File: src/rtl/serial_mag_compare_ctrl.sv
// Serial MSB-first unsigned magnitude compare sequencer.
// Presents one bit pair per cycle to a shared external combinational 1-bit
// comparator and stops at the first unequal bit.
//
// state     | meaning
// ----------+-------------------------------------------------------------
// S_IDLE    | waiting for start; results of last compare held
// S_COMPARE | bit pair a_q[idx_q]/b_q[idx_q] driven to comparator
// S_DONE    | one-cycle done pulse, results valid
module serial_mag_compare_ctrl #(
  parameter  int WIDTH = 8,
  localparam int CW    = $clog2(WIDTH + 1)
) (
  input  logic             clk,
  input  logic             rst_n,
  input  logic             start,
  input  logic [WIDTH-1:0] A,
  input  logic [WIDTH-1:0] B,
  output logic             bit_a,
  output logic             bit_b,
  input  logic             cmp_gt,
  input  logic             cmp_eq,
  input  logic             cmp_lt,
  output logic             busy,
  output logic             done,
  output logic             A_great_B,
  output logic             A_equal_B,
  output logic             A_less_B,
  output logic [CW-1:0]    bits_used,
  output logic             cmp_err
);

  localparam int IW = $clog2(WIDTH);
  localparam logic [IW-1:0] IDX_MSB = IW'(WIDTH - 1);

  typedef enum logic [1:0] {
    S_IDLE    = 2'd0,
    S_COMPARE = 2'd1,
    S_DONE    = 2'd2
  } state_t;

  state_t           state_q, state_d;
  logic [WIDTH-1:0] a_q, a_d;
  logic [WIDTH-1:0] b_q, b_d;
  logic [IW-1:0]    idx_q, idx_d;
  logic             gt_q, gt_d;
  logic             eq_q, eq_d;
  logic             lt_q, lt_d;
  logic             err_q, err_d;
  logic [CW-1:0]    used_q, used_d;
  logic             cmp_one_hot;
  logic [CW-1:0]    used_now;

  // Valid comparator codes are exactly gt, eq or lt alone.
  assign cmp_one_hot = ({cmp_gt, cmp_eq, cmp_lt} == 3'b100) ||
                       ({cmp_gt, cmp_eq, cmp_lt} == 3'b010) ||
                       ({cmp_gt, cmp_eq, cmp_lt} == 3'b001);

  // Bits examined so far including the one currently presented.
  assign used_now = CW'(WIDTH - int'(idx_q));

  // State and datapath registers.
  always_ff @(posedge clk or negedge rst_n) begin
    if (!rst_n) begin
      state_q <= S_IDLE;
      a_q     <= '0;
      b_q     <= '0;
      idx_q   <= IDX_MSB;
      gt_q    <= 1'b0;
      eq_q    <= 1'b0;
      lt_q    <= 1'b0;
      err_q   <= 1'b0;
      used_q  <= '0;
    end else begin
      state_q <= state_d;
      a_q     <= a_d;
      b_q     <= b_d;
      idx_q   <= idx_d;
      gt_q    <= gt_d;
      eq_q    <= eq_d;
      lt_q    <= lt_d;
      err_q   <= err_d;
      used_q  <= used_d;
    end
  end

  // Next-state and result update; results only change on accept or termination.
  always_comb begin
    state_d = state_q;
    a_d     = a_q;
    b_d     = b_q;
    idx_d   = idx_q;
    gt_d    = gt_q;
    eq_d    = eq_q;
    lt_d    = lt_q;
    err_d   = err_q;
    used_d  = used_q;
    unique case (state_q)
      S_IDLE: begin
        if (start) begin
          a_d     = A;
          b_d     = B;
          idx_d   = IDX_MSB;
          gt_d    = 1'b0;
          eq_d    = 1'b0;
          lt_d    = 1'b0;
          err_d   = 1'b0;
          used_d  = '0;
          state_d = S_COMPARE;
        end
      end
      S_COMPARE: begin
        if (!cmp_one_hot) begin
          err_d   = 1'b1;
          used_d  = used_now;
          state_d = S_DONE;
        end else if (cmp_gt) begin
          gt_d    = 1'b1;
          used_d  = used_now;
          state_d = S_DONE;
        end else if (cmp_lt) begin
          lt_d    = 1'b1;
          used_d  = used_now;
          state_d = S_DONE;
        end else if (idx_q == '0) begin
          eq_d    = 1'b1;
          used_d  = used_now;
          state_d = S_DONE;
        end else begin
          idx_d = idx_q - IW'(1);
        end
      end
      S_DONE: begin
        state_d = S_IDLE;
      end
      default: begin
        state_d = S_IDLE;
      end
    endcase
  end

  // Comparator bits are only driven while comparing, zero otherwise.
  always_comb begin
    bit_a = 1'b0;
    bit_b = 1'b0;
    if (state_q == S_COMPARE) begin
      bit_a = a_q[idx_q];
      bit_b = b_q[idx_q];
    end
  end

  assign busy      = (state_q != S_IDLE);
  assign done      = (state_q == S_DONE);
  assign A_great_B = gt_q;
  assign A_equal_B = eq_q;
  assign A_less_B  = lt_q;
  assign bits_used = used_q;
  assign cmp_err   = err_q;

endmodule

File: config.mk
export PLATFORM = sky130hd
export DESIGN_NAME = serial_mag_compare_ctrl
export DESIGN_NICKNAME = d
export VERILOG_FILES = /design/src/rtl/serial_mag_compare_ctrl.sv
export SDC_FILE = /design/constraint.sdc
export NUM_CORES = 1
export LEC_CHECK = 0
export ABC_AREA = 1
export CORE_ASPECT_RATIO = 0.5
export CORE_MARGIN = 3
export CORE_UTILIZATION = 48
export DETAILED_ROUTE_END_ITERATION = 12
export HOLD_SLACK_MARGIN = 0.05
export PLACE_DENSITY_LB_ADDON = 0.05
export SLEW_MARGIN = 10
export SYNTH_ARGS = -nofsm -noshare
export SYNTH_HDL_FRONTEND = slang
export SYNTH_SLANG_ARGS = --single-unit
export TNS_END_PERCENT = 50
File: constraint.sdc
create_clock -name clk -period 2.35 [get_ports clk]
set_input_delay 0.47 -clock clk [delete_from_list [all_inputs] [get_ports clk]]
set_output_delay 0.47 -clock clk [all_outputs]
set_load 0.005 [all_outputs]
# [Word-level counts from Yosys, hierarchy flattened]
# Cells that the tools add are included.
[word_totals] ff_bits=29 in_bits=22 out_inout_bits=12 wordCells=80
[op_classes] add_sub_neg=2 order_cmp=1 n_eq_ne=15 n_mux=39 reduce_logical=14
[ops] op="$mux 4" n=5
[ops] op="$ne 2x2->1 const B" n=9
[ops] op="$mux 1" n=15
[ops] op="$mux 3" n=5
[ops] op="$reduce_and 6->1" n=2
[ops] op="$mux 2" n=5
[ops] op="$pmux 1 s2" n=4
[ops] op="$pmux 4 s2" n=1
[ops] op="$bmux 1 s3" n=2
[ops] op="$pmux 3 s2" n=1
[ops] op="$reduce_and 3->1" n=2
[ops] op="$ne 5x5->1 const B" n=1
[ops] op="$reduce_and 5->1" n=1
[ops] op="$lt 3x4->1 const B" n=1
[ops] op="$pmux 2 s2" n=1
[ops] op="$reduce_and 2->1" n=2
[ops] op="$reduce_and 4->1" n=1
[ops] op="$reduce_bool 2->1" n=2
[ops] op="$sub 4x3->4 const A" n=1
[ops] op="$eq 3x1->1 const B" n=1
[ops] op="$eq 3x2->1 const B" n=1
[ops] op="$eq 3x3->1 const B" n=1
[ops] op="$logic_not 3->1" n=1
[ops] op="$sub 3x1->3 const B" n=1
[ops] op="4 further kinds" n=5

# [Longest topological paths before layout]
[depth] word_depth=6 mapped_depth=11

# [Worst setup path before layout]
# OpenSTA, ideal clock, no wires.
[synth_timing] path_type="reg2reg" from="register idx_q[0]" to="register used_q[2], in the netlist bits_used[2]" setup_ns=0.123 arrival_time_ns=1.696 t_required_ns=2.227 setup_slack_ns=0.531 path_stages_with_launch=12 n_path_buf=2 synth_period_minus_slack_ns=1.819 path_cell_list="dfstp_2 > buf_2 > inv_1 > buf_2 > ha_1 > ha_1 > nor2_1 > nand3_2 > nand2_1 > inv_1 > nand2_1 > nand2_1"
[synth_between] elab_chain_len=6 elab_cells_between_ends=9 cone_classes="add/sub (1); eq/ne (1); mux (5); reduce/logical (2)"
[synth_rtl] item="from (decl)" line_no="45" text="logic [IW-1:0] idx_q, idx_d;"
[synth_rtl] item="from (signal assigned)" line_no="78" text="idx_q <= idx_d;"
[synth_rtl] item="$sub 4x3->4" line_no="60" text="assign used_now = CW'(WIDTH - int'(idx_q));"
[synth_rtl] item="$mux 4" line_no="125" text="end else if (idx_q == '0) begin"
[synth_rtl] item="$mux 4" line_no="121" text="end else if (cmp_lt) begin"
[synth_rtl] item="$mux 4" line_no="117" text="end else if (cmp_gt) begin"
[synth_rtl] item="$mux 4" line_no="113" text="if (!cmp_one_hot) begin"
[synth_rtl] item="$pmux 4 s2" line_no="98" text="unique case (state_q)"
[synth_rtl] item="to (signal assigned)" line_no="83" text="used_q <= used_d;"
[synth_rtl] item="to (decl)" line_no="50" text="logic [CW-1:0] used_q, used_d;"
# Parallel ways exist; a longest one is shown, timed or not. The select of a mux whose other input is x is not followed.
# A chain may end at the register's enable or synchronous reset.

# [Worst setup path after layout]
[layout_timing] from="register idx_q[0]" to="output port bit_a"
[layout_between] elab_chain_len=3
[layout_rtl] item="$bmux 1 s3" line_no="147" text="bit_a = a_q[idx_q];"
[layout_rtl] item="$mux 1 (not written as such)" line_no="147"
[layout_rtl] item="$mux 1" line_no="146" text="if (state_q == S_COMPARE) begin"
[layout_rtl] item="to (decl)" line_no="19" text="output logic bit_a,"
# No other way between the ends. The select of a mux whose other input is x is not followed.

==> qor.yml <==
status: "completed"
clk_pin_slew_ns: 0.07
synth-seq-area-share_pct: 52.2
grt_max_degree: 30
coreArea_um2: 2680
final_cell_mix: "nand2_1, clkdlybuf4s50_1, dfrtp_1"
pre_cts_slack_ns: 0.183
crit_required_ns: 1.88
worstPathArrival_ns: 1.70
finalWirelength_mm: 3.03
cts_made_buffers: 5
die_h_um: 44.2
start_util_pct: 52.1
cts_tree: "built"
slew_headroom_pct: 75.5
cap_violations: 0
synth_top_cell_by_area: "dfrtp_1"
drt-initial-drc-count: 84
dr_total_vias: 1251
clock-sinks: 29
ff2ff_path_depth: 11
synth_area_um2: 1400
total_leakage_power_nw: 0.943
fin_crit_ns: 2.17
fin_crit_sh_pct: 92.1
area_delta_synth_final_pct: 34.3
diodes: 0
grt_antenna_before_repair: 0
drv_slew: 0
die_area_um2: 3630
finalHoldViolations: 0
root_buffer: "clkbuf_8"
rsz0062_at_grt: "false"
cts_hold_buf: 0
synth_area_leaders: "dfrtp_1, nand2_1, o21ai_0"
synth_top_area_share_pct: 46.6
hold_path.class: "register to register"
dr.pass1.iters: 4
tightest_slew_ns: 0.368
yosysWarnings: 0
hold_depth: 2
place_hpwl_mm: 2.09
place_congestion: 0.871
final_cells: 254
ys_ff_latch: 29
finalSetupViolCount: 0
cp_cell_sequence: "clkinvlp_4, buf_6, o21ai_1, o22ai_1, nor2_1, nor2_1, dlygate4sd2_1"
dp.cells: 242
tns_ns: 0
post_drt_wl_per_cell_um: 11.9
startpoint_type: "register"
syn-num-nets: 200
finClkSkew_ns: 0.00545
synth_area_per_cell_um2: 7.99
ctsLongestPathBuffers: 2
final_common_cell: "nand2_1"
grt_util_all_layers_pct: 19.0
fin_nets: 241
drt_drc_violations_left: 0
timing.fmax_ghz: 0.462
ys_types: 19
setup_ws_ns: 0.185
ant_nets: 0
crit_top_cell: "nor2_1"
overflow: 0
num_rows: 13
p_per_area_nw_per_um2: 1160
cp_max_fo: 6
path_class: "register to primary output"
via_per_inst: 4.93
insertion_delay_ns: 0.27
ir_drop_mv: 0.584
die_width_um: 82.3
h-tree-depth: 2
crit_slowest_cell: "dfstp_2"
grt_pass1_vias: 1111
grt_pass1_wl_mm: 5.09
critPathCaptureType: "primary output"
final_layout_size_suffix_gt1_share_pct: 10.6
whs_ns: 0.473
io_buffer_count: 33
top_level_ports: 34
netlist_instances: 175
slowest_delay_ns: 0.57
[critical path: cells and delay by family, from the launching register on]
kind / cells / cell delay (ns)
compound gates: 2 / 0.18
buf+inv: 3 / 0.54
simple gates: 2 / 0.13
flops: 1 / 0.57
[cells by family after synthesis]
logic type / share of synthesized area (%)
flops: 52.2
compound gates: 10.9
fa+ha+maj: 2.69
simple gates: 28.3
buf+inv: 5.91
[layout make-up]
cell class | instances | area, um^2
fillers | 230 | 807
flip-flops and latches | 29 | 729
multi-input cells | 129 | 586
repair buffers | 39 | 377
clock buffers | 8 | 90.1
inverters | 12 | 48.8
well taps | 37 | 46.3
[metal layers]
metal	vias up	global-route usage, %	share of wire (%)
met3	4	6.10	7.4
li1	634	-	-
met4	0	4.97	0.69
met5	-	0	0
met2	43	27.9	41
met1	570	27.3	51
[stage by stage]
step           total power, mW  instance area, um^2  utilization, %
6_report                  2.18                 1880            69.9
5_1_grt                   2.37                 1880            69.9
4_1_cts                   2.18                 1880            69.9
3_5_place_dp              1.70                 1750            65.3
3_3_place_gp              1.68                 1750            65.3
2_1_floorplan             1.37                 1400               -
[sequential cells by signal (all words and copies together) (netlist names)]
| signal | flops |
|---|---|
| A_equal_B | 1 |
| A_great_B | 1 |
| A_less_B | 1 |
| a_q | 8 |
| b_q | 8 |
| bits_used | 4 |
| cmp_err | 1 |
| idx_q | 3 |
| state_q | 2 |
[Yosys cell counts (all sizes together)]
| library cell | count |
|---|---|
| nand2 | 69 |
| dfrtp | 26 |
| o21ai | 24 |
| nor2 | 23 |
| inv | 12 |
| buf | 5 |
| a21oi | 4 |
| dfstp | 3 |
| ha | 3 |
| nand3 | 3 |
| o22ai | 2 |
| nand4 | 1 |
[final timing paths]
path                       startpoint           end  slack [ns]
min in group asynchronous       rst_n  bits_used[0]        0.58
setup / recovery             idx_q[0]         bit_a        0.18
max in group asynchronous       rst_n      idx_q[0]        1.45
hold / removal                 a_q[5]        a_q[5]        0.47
hold reg to reg                a_q[5]        a_q[5]        0.47
setup reg to reg             idx_q[0]  bits_used[2]        0.30
[power breakdown]
part | switching [mW] | leakage, nW | internal [mW]
logic | 0.452 | 0.539 | 0.423
registers | 0.150 | 0.358 | 0.731
clock network | 0.186 | 0.0455 | 0.239
[timing repair]
action,in CTS,in global routing
resized for setup,5,1
endpoints found under the setup margin,2,1
gates cloned,0,0
endpoints found under the hold margin,0,0
buffers inserted,4,0
(Power assumes the default switching activity.)
